## config.mk

```make
export PLATFORM = sky130hd
export DESIGN_NAME = ps2_keymatrix_flat
export DESIGN_NICKNAME = d
export VERILOG_FILES = /design/src/rtl/mc10_kbd_pkg.sv /design/src/rtl/ps2_keymatrix_if.sv /design/src/rtl/ps2_kbd_decoder.sv /design/src/rtl/ps2_keymatrix.sv /design/src/flat_wrapper.sv
export SDC_FILE = /design/constraint.sdc
export NUM_CORES = 1
export LEC_CHECK = 0
export ABC_AREA = 1
export ABC_CLOCK_PERIOD_IN_PS = 3400
export BUFFER_PORTS_ARGS = -buffer_cell sky130_fd_sc_hd__buf_2
export CAP_MARGIN = 40
export CORE_ASPECT_RATIO = 1.1
export CORE_MARGIN = 1.5
export CORE_UTILIZATION = 40
export DETAILED_ROUTE_END_ITERATION = 8
export GPL_ROUTABILITY_DRIVEN = 0
export PLACE_DENSITY_LB_ADDON = 0.1
export SETUP_SLACK_MARGIN = 0.15
export SYNTH_ARGS = -nofsm -noshare
export SYNTH_HDL_FRONTEND = slang
export SYNTH_SLANG_ARGS = --single-unit
```

## constraint.sdc

```tcl
create_clock -name clk -period 3.4 [get_ports clk]
set_clock_uncertainty 0.2 [all_clocks]
set_input_delay 0.68 -clock clk [delete_from_list [all_inputs] [get_ports clk]]
set_output_delay 0.68 -clock clk [all_outputs]
set_load 0.1 [all_outputs]
```

## src/rtl/mc10_kbd_pkg.sv

```systemverilog
// Shared types, scancode constants and the PS/2-set-2 to MC-10 matrix table
// used by the keyboard matrix block and its decoder.
package mc10_kbd_pkg;

  typedef enum logic [2:0] {
    ST_IDLE    = 3'd0,
    ST_EXT     = 3'd1,
    ST_BRK     = 3'd2,
    ST_EXT_BRK = 3'd3,
    ST_SKIP    = 3'd4
  } kbd_state_t;

  localparam logic [7:0] SC_E0 = 8'hE0;
  localparam logic [7:0] SC_E1 = 8'hE1;
  localparam logic [7:0] SC_F0 = 8'hF0;
  localparam logic [7:0] SC_AA = 8'hAA;
  localparam logic [7:0] SC_FA = 8'hFA;
  localparam logic [7:0] SC_FE = 8'hFE;
  localparam logic [7:0] SC_00 = 8'h00;
  localparam logic [7:0] SC_FF = 8'hFF;

  localparam logic [7:0] SC_F12    = 8'h07;
  localparam logic [7:0] SC_LSHIFT = 8'h12;
  localparam logic [7:0] SC_RSHIFT = 8'h59;

  localparam logic [2:0] PAUSE_SKIP = 3'd7;

  // Matrix positions as {col[2:0], row[2:0]}
  localparam logic [5:0] POS_A     = {3'd1, 3'd0};
  localparam logic [5:0] POS_ENTER = {3'd6, 3'd3};
  localparam logic [5:0] POS_SHIFT = {3'd7, 3'd6};

  function automatic logic [6:0] hit_pos(input logic [2:0] col, input logic [2:0] row);
    return {1'b1, col, row};
  endfunction

  // Returns {hit, col[2:0], row[2:0]}; E0 12 / E0 59 are deliberately absent.
  function automatic logic [6:0] lookup(input logic ext, input logic [7:0] code);
    logic [6:0] res;
    res = 7'h00;
    case ({ext, code})
      9'h00E: res = hit_pos(3'd0, 3'd0);
      9'h01C: res = {1'b1, POS_A};
      9'h032: res = hit_pos(3'd2, 3'd0);
      9'h021: res = hit_pos(3'd3, 3'd0);
      9'h023: res = hit_pos(3'd4, 3'd0);
      9'h024: res = hit_pos(3'd5, 3'd0);
      9'h02B: res = hit_pos(3'd6, 3'd0);
      9'h034: res = hit_pos(3'd7, 3'd0);
      9'h033: res = hit_pos(3'd0, 3'd1);
      9'h043: res = hit_pos(3'd1, 3'd1);
      9'h03B: res = hit_pos(3'd2, 3'd1);
      9'h042: res = hit_pos(3'd3, 3'd1);
      9'h04B: res = hit_pos(3'd4, 3'd1);
      9'h03A: res = hit_pos(3'd5, 3'd1);
      9'h031: res = hit_pos(3'd6, 3'd1);
      9'h044: res = hit_pos(3'd7, 3'd1);
      9'h04D: res = hit_pos(3'd0, 3'd2);
      9'h015: res = hit_pos(3'd1, 3'd2);
      9'h02D: res = hit_pos(3'd2, 3'd2);
      9'h01B: res = hit_pos(3'd3, 3'd2);
      9'h02C: res = hit_pos(3'd4, 3'd2);
      9'h03C: res = hit_pos(3'd5, 3'd2);
      9'h02A: res = hit_pos(3'd6, 3'd2);
      9'h01D: res = hit_pos(3'd7, 3'd2);
      9'h022: res = hit_pos(3'd0, 3'd3);
      9'h035: res = hit_pos(3'd1, 3'd3);
      9'h01A: res = hit_pos(3'd2, 3'd3);
      9'h05A: res = {1'b1, POS_ENTER};
      9'h15A: res = {1'b1, POS_ENTER};
      9'h029: res = hit_pos(3'd7, 3'd3);
      9'h045: res = hit_pos(3'd0, 3'd4);
      9'h016: res = hit_pos(3'd1, 3'd4);
      9'h01E: res = hit_pos(3'd2, 3'd4);
      9'h026: res = hit_pos(3'd3, 3'd4);
      9'h025: res = hit_pos(3'd4, 3'd4);
      9'h02E: res = hit_pos(3'd5, 3'd4);
      9'h036: res = hit_pos(3'd6, 3'd4);
      9'h03D: res = hit_pos(3'd7, 3'd4);
      9'h03E: res = hit_pos(3'd0, 3'd5);
      9'h046: res = hit_pos(3'd1, 3'd5);
      9'h052: res = hit_pos(3'd2, 3'd5);
      9'h04C: res = hit_pos(3'd3, 3'd5);
      9'h041: res = hit_pos(3'd4, 3'd5);
      9'h04E: res = hit_pos(3'd5, 3'd5);
      9'h049: res = hit_pos(3'd6, 3'd5);
      9'h04A: res = hit_pos(3'd7, 3'd5);
      9'h014: res = hit_pos(3'd0, 3'd6);
      9'h114: res = hit_pos(3'd0, 3'd6);
      9'h076: res = hit_pos(3'd2, 3'd6);
      9'h012: res = {1'b1, POS_SHIFT};
      9'h059: res = {1'b1, POS_SHIFT};
      default: res = 7'h00;
    endcase
    return res;
  endfunction

endpackage

```

## src/rtl/ps2_keymatrix_if.sv

```systemverilog
// Byte stream from the PS/2 host receiver into the keyboard matrix block.
interface ps2_keymatrix_if;
  logic [7:0] rx_data;
  logic       rx_ready;

  modport master (output rx_data, output rx_ready);
  modport slave  (input  rx_data, input  rx_ready);
endinterface

```

## src/rtl/ps2_kbd_decoder.sv

```systemverilog
// Prefix-tracking scancode decoder: turns E0/F0/E1 sequences into one-cycle
// make/break events plus an image-clear pulse for BAT and overrun bytes.
module ps2_kbd_decoder
  import mc10_kbd_pkg::*;
(
  input  logic       clk,
  input  logic       rst_n,
  input  logic [7:0] rx_data,
  input  logic       rx_ready,
  output logic       evt,
  output logic       make,
  output logic       ext,
  output logic [7:0] code,
  output logic       clr
);

  kbd_state_t state_r, state_s;
  logic [2:0] skip_r, skip_s;

  // State and Pause skip counter registers
  always_ff @(posedge clk) begin
    if (!rst_n) begin
      state_r <= ST_IDLE;
      skip_r  <= 3'd0;
    end else begin
      state_r <= state_s;
      skip_r  <= skip_s;
    end
  end

  // Next-state and event decode; events are Mealy so the matrix updates on the strobe edge
  always_comb begin
    state_s = state_r;
    skip_s  = skip_r;
    evt     = 1'b0;
    make    = 1'b0;
    ext     = 1'b0;
    code    = rx_data;
    clr     = 1'b0;
    if (rx_ready) begin
      case (state_r)
        ST_IDLE, ST_EXT: begin
          if (rx_data == SC_E0) begin
            state_s = ST_EXT;
          end else if (rx_data == SC_E1) begin
            state_s = ST_SKIP;
            skip_s  = PAUSE_SKIP;
          end else if (rx_data == SC_F0) begin
            state_s = (state_r == ST_EXT) ? ST_EXT_BRK : ST_BRK;
          end else if (state_r == ST_EXT) begin
            evt     = 1'b1;
            make    = 1'b1;
            ext     = 1'b1;
            state_s = ST_IDLE;
          end else if (rx_data == SC_AA || rx_data == SC_00 || rx_data == SC_FF) begin
            clr = 1'b1;
          end else if (rx_data == SC_FA || rx_data == SC_FE) begin
            state_s = ST_IDLE;
          end else begin
            evt  = 1'b1;
            make = 1'b1;
          end
        end
        ST_BRK: begin
          evt     = 1'b1;
          state_s = ST_IDLE;
        end
        ST_EXT_BRK: begin
          evt     = 1'b1;
          ext     = 1'b1;
          state_s = ST_IDLE;
        end
        ST_SKIP: begin
          skip_s = skip_r - 3'd1;
          if (skip_r <= 3'd1) begin
            skip_s  = 3'd0;
            state_s = ST_IDLE;
          end else begin
            state_s = ST_SKIP;
          end
        end
        default: begin
          state_s = ST_IDLE;
          skip_s  = 3'd0;
        end
      endcase
    end else begin
      state_s = state_r;
    end
  end

endmodule

```

## src/rtl/ps2_keymatrix.sv

```systemverilog
// PS/2 scancode stream to live MC-10 keyboard matrix with active-low row
// returns, F12 machine-reset request and shift status.
module ps2_keymatrix
  import mc10_kbd_pkg::*;
(
  input  logic                  clk,
  input  logic                  rst_n,
  ps2_keymatrix_if.slave        rx,
  input  logic [7:0]            col_sel,
  output logic [6:0]            row_q,
  output logic                  reset_req,
  output logic                  shift_q
);

  logic       evt_s, make_s, ext_s, clr_s;
  logic [7:0] code_s;
  logic [6:0] lk_s;
  logic [2:0] lk_col_s, lk_row_s;
  logic       lk_hit_s;

  logic [7:0][6:0] key_r, key_s;
  logic            shl_r, shl_s, shr_r, shr_s;
  logic            reset_req_r, reset_req_s;
  logic            shift_q_r;
  logic [6:0]      row_hit_s;

  ps2_kbd_decoder u_dec (
    .clk      (clk),
    .rst_n    (rst_n),
    .rx_data  (rx.rx_data),
    .rx_ready (rx.rx_ready),
    .evt      (evt_s),
    .make     (make_s),
    .ext      (ext_s),
    .code     (code_s),
    .clr      (clr_s)
  );

  assign lk_s     = lookup(ext_s, code_s);
  assign lk_hit_s = lk_s[6] && (lk_s[2:0] != 3'd7);
  assign lk_col_s = lk_s[5:3];
  assign lk_row_s = lk_s[2:0];

  // Next image and flags; the shift bit follows the OR of both shift flags
  always_comb begin
    key_s       = key_r;
    shl_s       = shl_r;
    shr_s       = shr_r;
    reset_req_s = reset_req_r;
    if (clr_s) begin
      key_s       = '0;
      shl_s       = 1'b0;
      shr_s       = 1'b0;
      reset_req_s = 1'b0;
    end else if (evt_s) begin
      if (!ext_s && code_s == SC_F12) begin
        reset_req_s = make_s;
      end else begin
        reset_req_s = reset_req_r;
      end
      if (!ext_s && code_s == SC_LSHIFT) begin
        shl_s = make_s;
      end else if (!ext_s && code_s == SC_RSHIFT) begin
        shr_s = make_s;
      end else begin
        shl_s = shl_r;
      end
      if (lk_hit_s && {lk_col_s, lk_row_s} != POS_SHIFT) begin
        key_s[lk_col_s][lk_row_s] = make_s;
      end else begin
        key_s = key_r;
      end
      key_s[POS_SHIFT[5:3]][POS_SHIFT[2:0]] = shl_s | shr_s;
    end else begin
      key_s = key_r;
    end
  end

  // Matrix image, flags and registered status outputs
  always_ff @(posedge clk) begin
    if (!rst_n) begin
      key_r       <= '0;
      shl_r       <= 1'b0;
      shr_r       <= 1'b0;
      reset_req_r <= 1'b0;
      shift_q_r   <= 1'b0;
    end else begin
      key_r       <= key_s;
      shl_r       <= shl_s;
      shr_r       <= shr_s;
      reset_req_r <= reset_req_s;
      shift_q_r   <= shl_s | shr_s;
    end
  end

  // Row mux: a row is pulled low by any pressed key in a strobed column
  always_comb begin
    row_hit_s = 7'h00;
    for (int r = 0; r < 7; r++) begin
      for (int c = 0; c < 8; c++) begin
        row_hit_s[r] = row_hit_s[r] | (key_r[c][r] & ~col_sel[c]);
      end
    end
  end

  assign row_q     = ~row_hit_s;
  assign reset_req = reset_req_r;
  assign shift_q   = shift_q_r;

endmodule

```

## src/flat_wrapper.sv

```systemverilog
// flat-port wrapper written by rule: the top's interface ports become plain ports
module ps2_keymatrix_flat import mc10_kbd_pkg::*;
  (clk, rst_n, col_sel, row_q, reset_req, shift_q, rx_rx_data, rx_rx_ready);
  ps2_keymatrix_if rx_i ();
  input  logic clk;
  input  logic rst_n;
  input  logic [7:0] col_sel;
  output logic [6:0] row_q;
  output logic reset_req;
  output logic shift_q;
  input wire logic [$bits(rx_i.rx_data)-1:0] rx_rx_data;
  input wire logic [$bits(rx_i.rx_ready)-1:0] rx_rx_ready;
  assign rx_i.rx_data = rx_rx_data;
  assign rx_i.rx_ready = rx_rx_ready;
  ps2_keymatrix u_core (.clk(clk), .rst_n(rst_n), .rx(rx_i), .col_sel(col_sel), .row_q(row_q), .reset_req(reset_req), .shift_q(shift_q));
endmodule
```

# After elaboration in Yosys (flattened, before gate mapping)
# Cells that the tools add are included.
# totals
out_inout_bits,9
in_bits,19
word_cells,286
regBits,66
# op_classes
n_mux,53
magnitude_cmp,5
eq_ne,71
addsub,1
bitwise,118
n_reduce_logical,23
# ops
operator,n
$pmux 7 s48,1
$eq 9x6->1 const B,23
$eq 9x7->1 const B,16
$eq 9x5->1 const B,9
$and 1x1->1,56
$bwmux 56,1
$eq 8x8->1 const B,7
$or 1x1->1,51
$mux 1,34
$mux 3,10
$demux 7 s3,1
$eq 9x9->1 const B,2
$ne 6x6->1 const B,3
$reduce_or 2->1,6
$not 1->1,10
$eq 9x4->1 const B,1
$pmux 3 s3,1
$eq 8x3->1 const B,1
$eq 8x5->1 const B,1
$eq 8x7->1 const B,1
$logic_not 8->1,1
$lt 3x4->1 const B,2
$logic_and 1x1->1,7
$mux 7,1
other kinds (18),25

# Longest topological paths before layout
# depth
word_depth,17
ltp_mapped,21

# By module
# A second synthesis with hierarchy kept.
# hier_totals
cells_unflattened,824
hier_area_um2,4842.1
# by_module_without_submodules
mod,n_inst,seq_area_each_um2,area_each_um2,cells_each
ps2_keymatrix,1,1201.2,4189.0,713
ps2_kbd_decoder,1,120.1,653.1,111

# Least setup slack after synthesis
# Ideal clock, no wire load.
# synth_timing
path_kind,input-to-output
startpoint,input col_sel[2]
endpoint,output row_q[6]
path_stages,4
t_arrival_ns,5.568
t_required_ns,2.520
setup_slack_ns,-3.048
cell_sequence,inv_1 > nand2_1 > o21ai_0 > a2111oi_0
# synth_between
elab_chain_len,9
# synth_rtl
element,line_no,text
from (decl),flat_wrapper.sv:7,input logic [7:0] col_sel;
$not 1->1,ps2_keymatrix.sv:101,row_hit_s[r] = row_hit_s[r] | (key_r[c][r] & ~col_sel[c]);
$and 1x1->1,ps2_keymatrix.sv:101,
$or 1x1->1 (6 in series),ps2_keymatrix.sv:101,
$not 7->7,ps2_keymatrix.sv:106,assign row_q = ~row_hit_s;
to (decl),flat_wrapper.sv:8,output logic [6:0] row_q;
# Every way passes these cells.

# Worst setup path after layout
# layout_timing
startpoint,input rx_rx_data[4]
endpoint,register u_core.key_r[20] (netlist name)
# layout_between
elab_chain_len,16
elab_cells_between_ends,105
cone_classes,4 x order compare; 60 x eq/ne; 28 x mux; 13 x reduce/logical
# layout_rtl
element,line_no,text
from (decl),flat_wrapper.sv:11,input wire logic [$bits(rx_i.rx_data)-1:0] rx_rx_data;
$eq 8x8->1,ps2_kbd_decoder.sv:48,end else if (rx_data == SC_F0) begin
$mux 1,ps2_kbd_decoder.sv:48,
$mux 1,ps2_kbd_decoder.sv:45,end else if (rx_data == SC_E1) begin
$mux 1,ps2_kbd_decoder.sv:43,if (rx_data == SC_E0) begin
$pmux 1 s2,ps2_kbd_decoder.sv:41,case (state_r)
$mux 1,ps2_kbd_decoder.sv:40,if (rx_ready) begin
$eq 9x5->1 (tied with other cells),mc10_kbd_pkg.sv:41,"case ({ext, code})"
$reduce_or 2->1 (no source line),n/a,
$pmux 7 s48,mc10_kbd_pkg.sv:41,
$lt 3x4->1 (not written as such) or $ge 3x1->1 (tied branches),ps2_keymatrix.sv:69,key_s[lk_col_s][lk_row_s] = make_s;
$logic_and 1x1->1 (not written as such),ps2_keymatrix.sv:69,
$mux 1 (not written as such),ps2_keymatrix.sv:69,
$demux 1 s3,n/a,
$mux 7 (not written as such),ps2_keymatrix.sv:69,
$demux 7 s3,n/a,
$bwmux 56,ps2_keymatrix.sv:69,
to (signal assigned),ps2_keymatrix.sv:88,key_r <= key_s;
to (decl),ps2_keymatrix.sv:21,"logic [7:0][6:0] key_r, key_s;"
# Several ways; a longest one is shown, not always the timed one.
# A chain may end at the register's enable or synchronous reset.

==> impl_metrics.ini <==
[cts]
cts_setup_buffers = 0
htreeDepth = 3
cts.path.max_buffers = 2
clk_latency_ps = 330
tritoncts = yes
numCtsBuffers = 9
path_clk_slew_ps = 60
clock_sinks = 66
clockRootBuffer = clkbuf_16

[route]
vias = 5051
viasPerCell = 5.21
ant_nets = 0
routedWlPerCell_um = 15.3
drtIter0Drc = 370
route.detailed.drc = 0
firstDrtPassIters = 5
drt_wl_total_mm = 14.8

[grt]
grt_max_degree = 48
grt_overflow_total = 0
grt_pass1_vias = 4784
antenna_found_initial = 0
grt_use_total_pct = 25.5
grt_pass1_wl_mm = 24.2

[pwr]
p_seq_share_pct = 37.3
p_switching_mw = 0.606
ir_drop_mv = 0.279
p_leak_nw = 2.55
comb_power_share_pct = 15.2
swShare_pct = 28.3
power_density_mw_per_mm2 = 392
p_clk_share_pct = 47.5
p_int_mw = 1.54

[critical_path]
slowest_stage = buf_12
crit_start = rx_rx_data[4]
crit_top_cell = nand2_1
cp-end-kind = flip-flop
crit_path_max_incr_delay_ps = 220
cp.required_ps = 3420
crit_path_start_kind = input port
path_class = in -> reg
r2r-start = u_core.u_dec.state_r[2]$_SDFFE_PN0P_
reg2regPathDepth = 16
critical_path.cell_chain = buf_2 > inv_2 > nand2_1 > nor2_2 > nand2_1 > nand3_2 > nand2_2 > nand2_8 > buf_4 > o21ai_1 > nand2_1 > nor2_2 > nand2_1 > nor2_2 > nand2_4 > nand3_2 > buf_12 > inv_1 > a21oi_1 > nor2_1
cp.arrival_ps = 3030
r2r_setup_slack_ps = 540
critPathMaxFanout = 47
rr_endpoint = u_core.key_r[20]$_SDFFE_PP0P_

[logic_synthesis]
yosysWarnings = 0
yosys.area.top_type = dfxtp_1
synth_top_area_share_pct = 28.6
netlist_area_mm2 = 0.00463
synthCells = 778
syn_avg_cell_area_um2 = 5.95
ys_seq_area_share_pct = 28.6
synth.top_cells.by_area = dfxtp_1, nor2_1, nand2_1
synth_cell_type_count = 41
synth_seq_cells = 66
synth_nets = 799

[placement]
dp_hpwl_mm = 11.4
place_area_mm2 = 0.00513
dp_cells = 953
portBuffers = 27

[cells_and_area]
drive_above_1_share_pct = 14.4
fin_area_mm2 = 0.00547
area_delta_synth_final_pct = 18.2
layout.cells.non_filler = 969
final_cell_mix = nand2_1, nor2_1, inv_1
diodes = 0
finalNetCount = 835

[run_status]
status = complete, no violations

[min_path]
holdPathEnd = u_core.key_r[27]$_SDFFE_PP0P_
holdPathStages = 2
hold_path_class = reg -> reg
min-delay-start = u_core.key_r[27]$_SDFFE_PP0P_

[job]
cap_violations = 0

[sta]
worst_slew_pin_slew_ps = 495
report.final.slew_viol_count = 0
fin_crit_ps = 3010
fmax_ghz = 0.332
relSlewSlack_pct = 67.0
hold_viol = 0
finalSetupViolCount = 0
period_share_pct = 88.6
grt_setup_unrepaired = no

[floorplan]
die_width_um = 106
start_util_pct = 40.6
die_h_um = 116
rows = 41
coreArea_mm2 = 0.0114
pin_count = 28
die_area_mm2 = 0.0122
-- how the worst max path moves through the flow --
stage	slack (ps)	depth (start not counted)	endpoint
3_3_place_gp	140	20	u_core.key_r[0]$_SDFFE_PP0P_
5_1_grt	180	20	u_core.key_r[20]$_SDFFE_PP0P_
2_1_floorplan	-330	4	row_q[6]
4_1_cts	380	20	u_core.key_r[20]$_SDFFE_PP0P_
6_report	390	20	u_core.key_r[20]$_SDFFE_PP0P_
3_5_place_dp	70	20	u_core.key_r[20]$_SDFFE_PP0P_
-- stage by stage --
step	setup WS, ps	utilization [%]	hold slack [ps]	power, mW	setup TNS [ps]
global route	183	48.0	241	2.23	0
global placement	142	45.1	221	1.14	0
detailed placement	72.4	45.1	222	1.14	0
CTS	375	47.9	231	2.16	0
finish	386	48.0	232	2.14	0
floorplan	-332	-	208	1.04	-332
-- cells in the mapped netlist, drive strengths merged --
cell type  number
a2111oi         2
a21boi          1
a21oi          18
a221oi          2
buf            27
clkbuf          7
dfxtp          66
ha              2
inv           109
mux2i           1
nand2         171
nand3          30
nand3b          1
nand4          33
nor2          173
nor3           33
nor4            3
o2111ai         2
o211a           1
o211ai          2
o21ai          67
o21bai          6
o221a           1
o221ai          2
o22ai          13
o2bb2ai         1
o31ai           3
or2             1
-- worst max-delay path: cells and delay by family --
family	cells	cell delay (ps)
AND/OR/NAND/NOR	13	1380
buffers and inverters	5	720
AO/OA/AOI/OAI	2	240
-- final cells by class --
type / count / area (µm²)
clock buffers: 11 / 243
well taps: 150 / 188
inverters: 109 / 409
multi-input cells: 569 / 2800
repair buffers: 59 / 425
clock inverters: 5 / 85.1
fillers: 1207 / 5920
flip-flops and latches: 66 / 1320
-- sequential cells by signal, summed over array words and instances, names as in the netlist --
name	flops
u_core.key_r	56
u_core.u_dec.skip_r	3
u_core.u_dec.state_r	3
u_core.reset_req	1
u_core.shift_q	1
u_core.shl_r	1
u_core.shr_r	1
-- per-layer routing --
layer / track usage (%) / share of wire [%]
met1: 32.5 / 45
met4: 8.29 / 2.3
met3: 3.94 / 4.9
met5: 0 / 0
met2: 44.3 / 48
-- timing repair --
action / CTS / global route
gates resized for setup: 0 / 2
setup endpoints to repair: 0 / 2
hold buffers: 0 / 0
-- cell families (layout without fill, tap and decap cells) --
family	count (synthesis)	in the layout	synth area share, %
simple gates	445	445	41.1
compound gates	121	121	16.1
fa+ha+maj	2	2	0.541
mux	1	1	0.216
buf+inv	143	184	13.5
flops	66	66	28.6
-- power groups by stage --
stage	logic (mW)	clock network, mW	registers (mW)
4_1_cts	0.324	1.04	0.798
3_3_place_gp	0.321	0	0.815
3_5_place_dp	0.323	0	0.815
6_report	0.326	1.02	0.798
2_1_floorplan	0.205	0	0.836
5_1_grt	0.357	1.07	0.800
No activity file was read; power rests on OpenSTA's default activity.
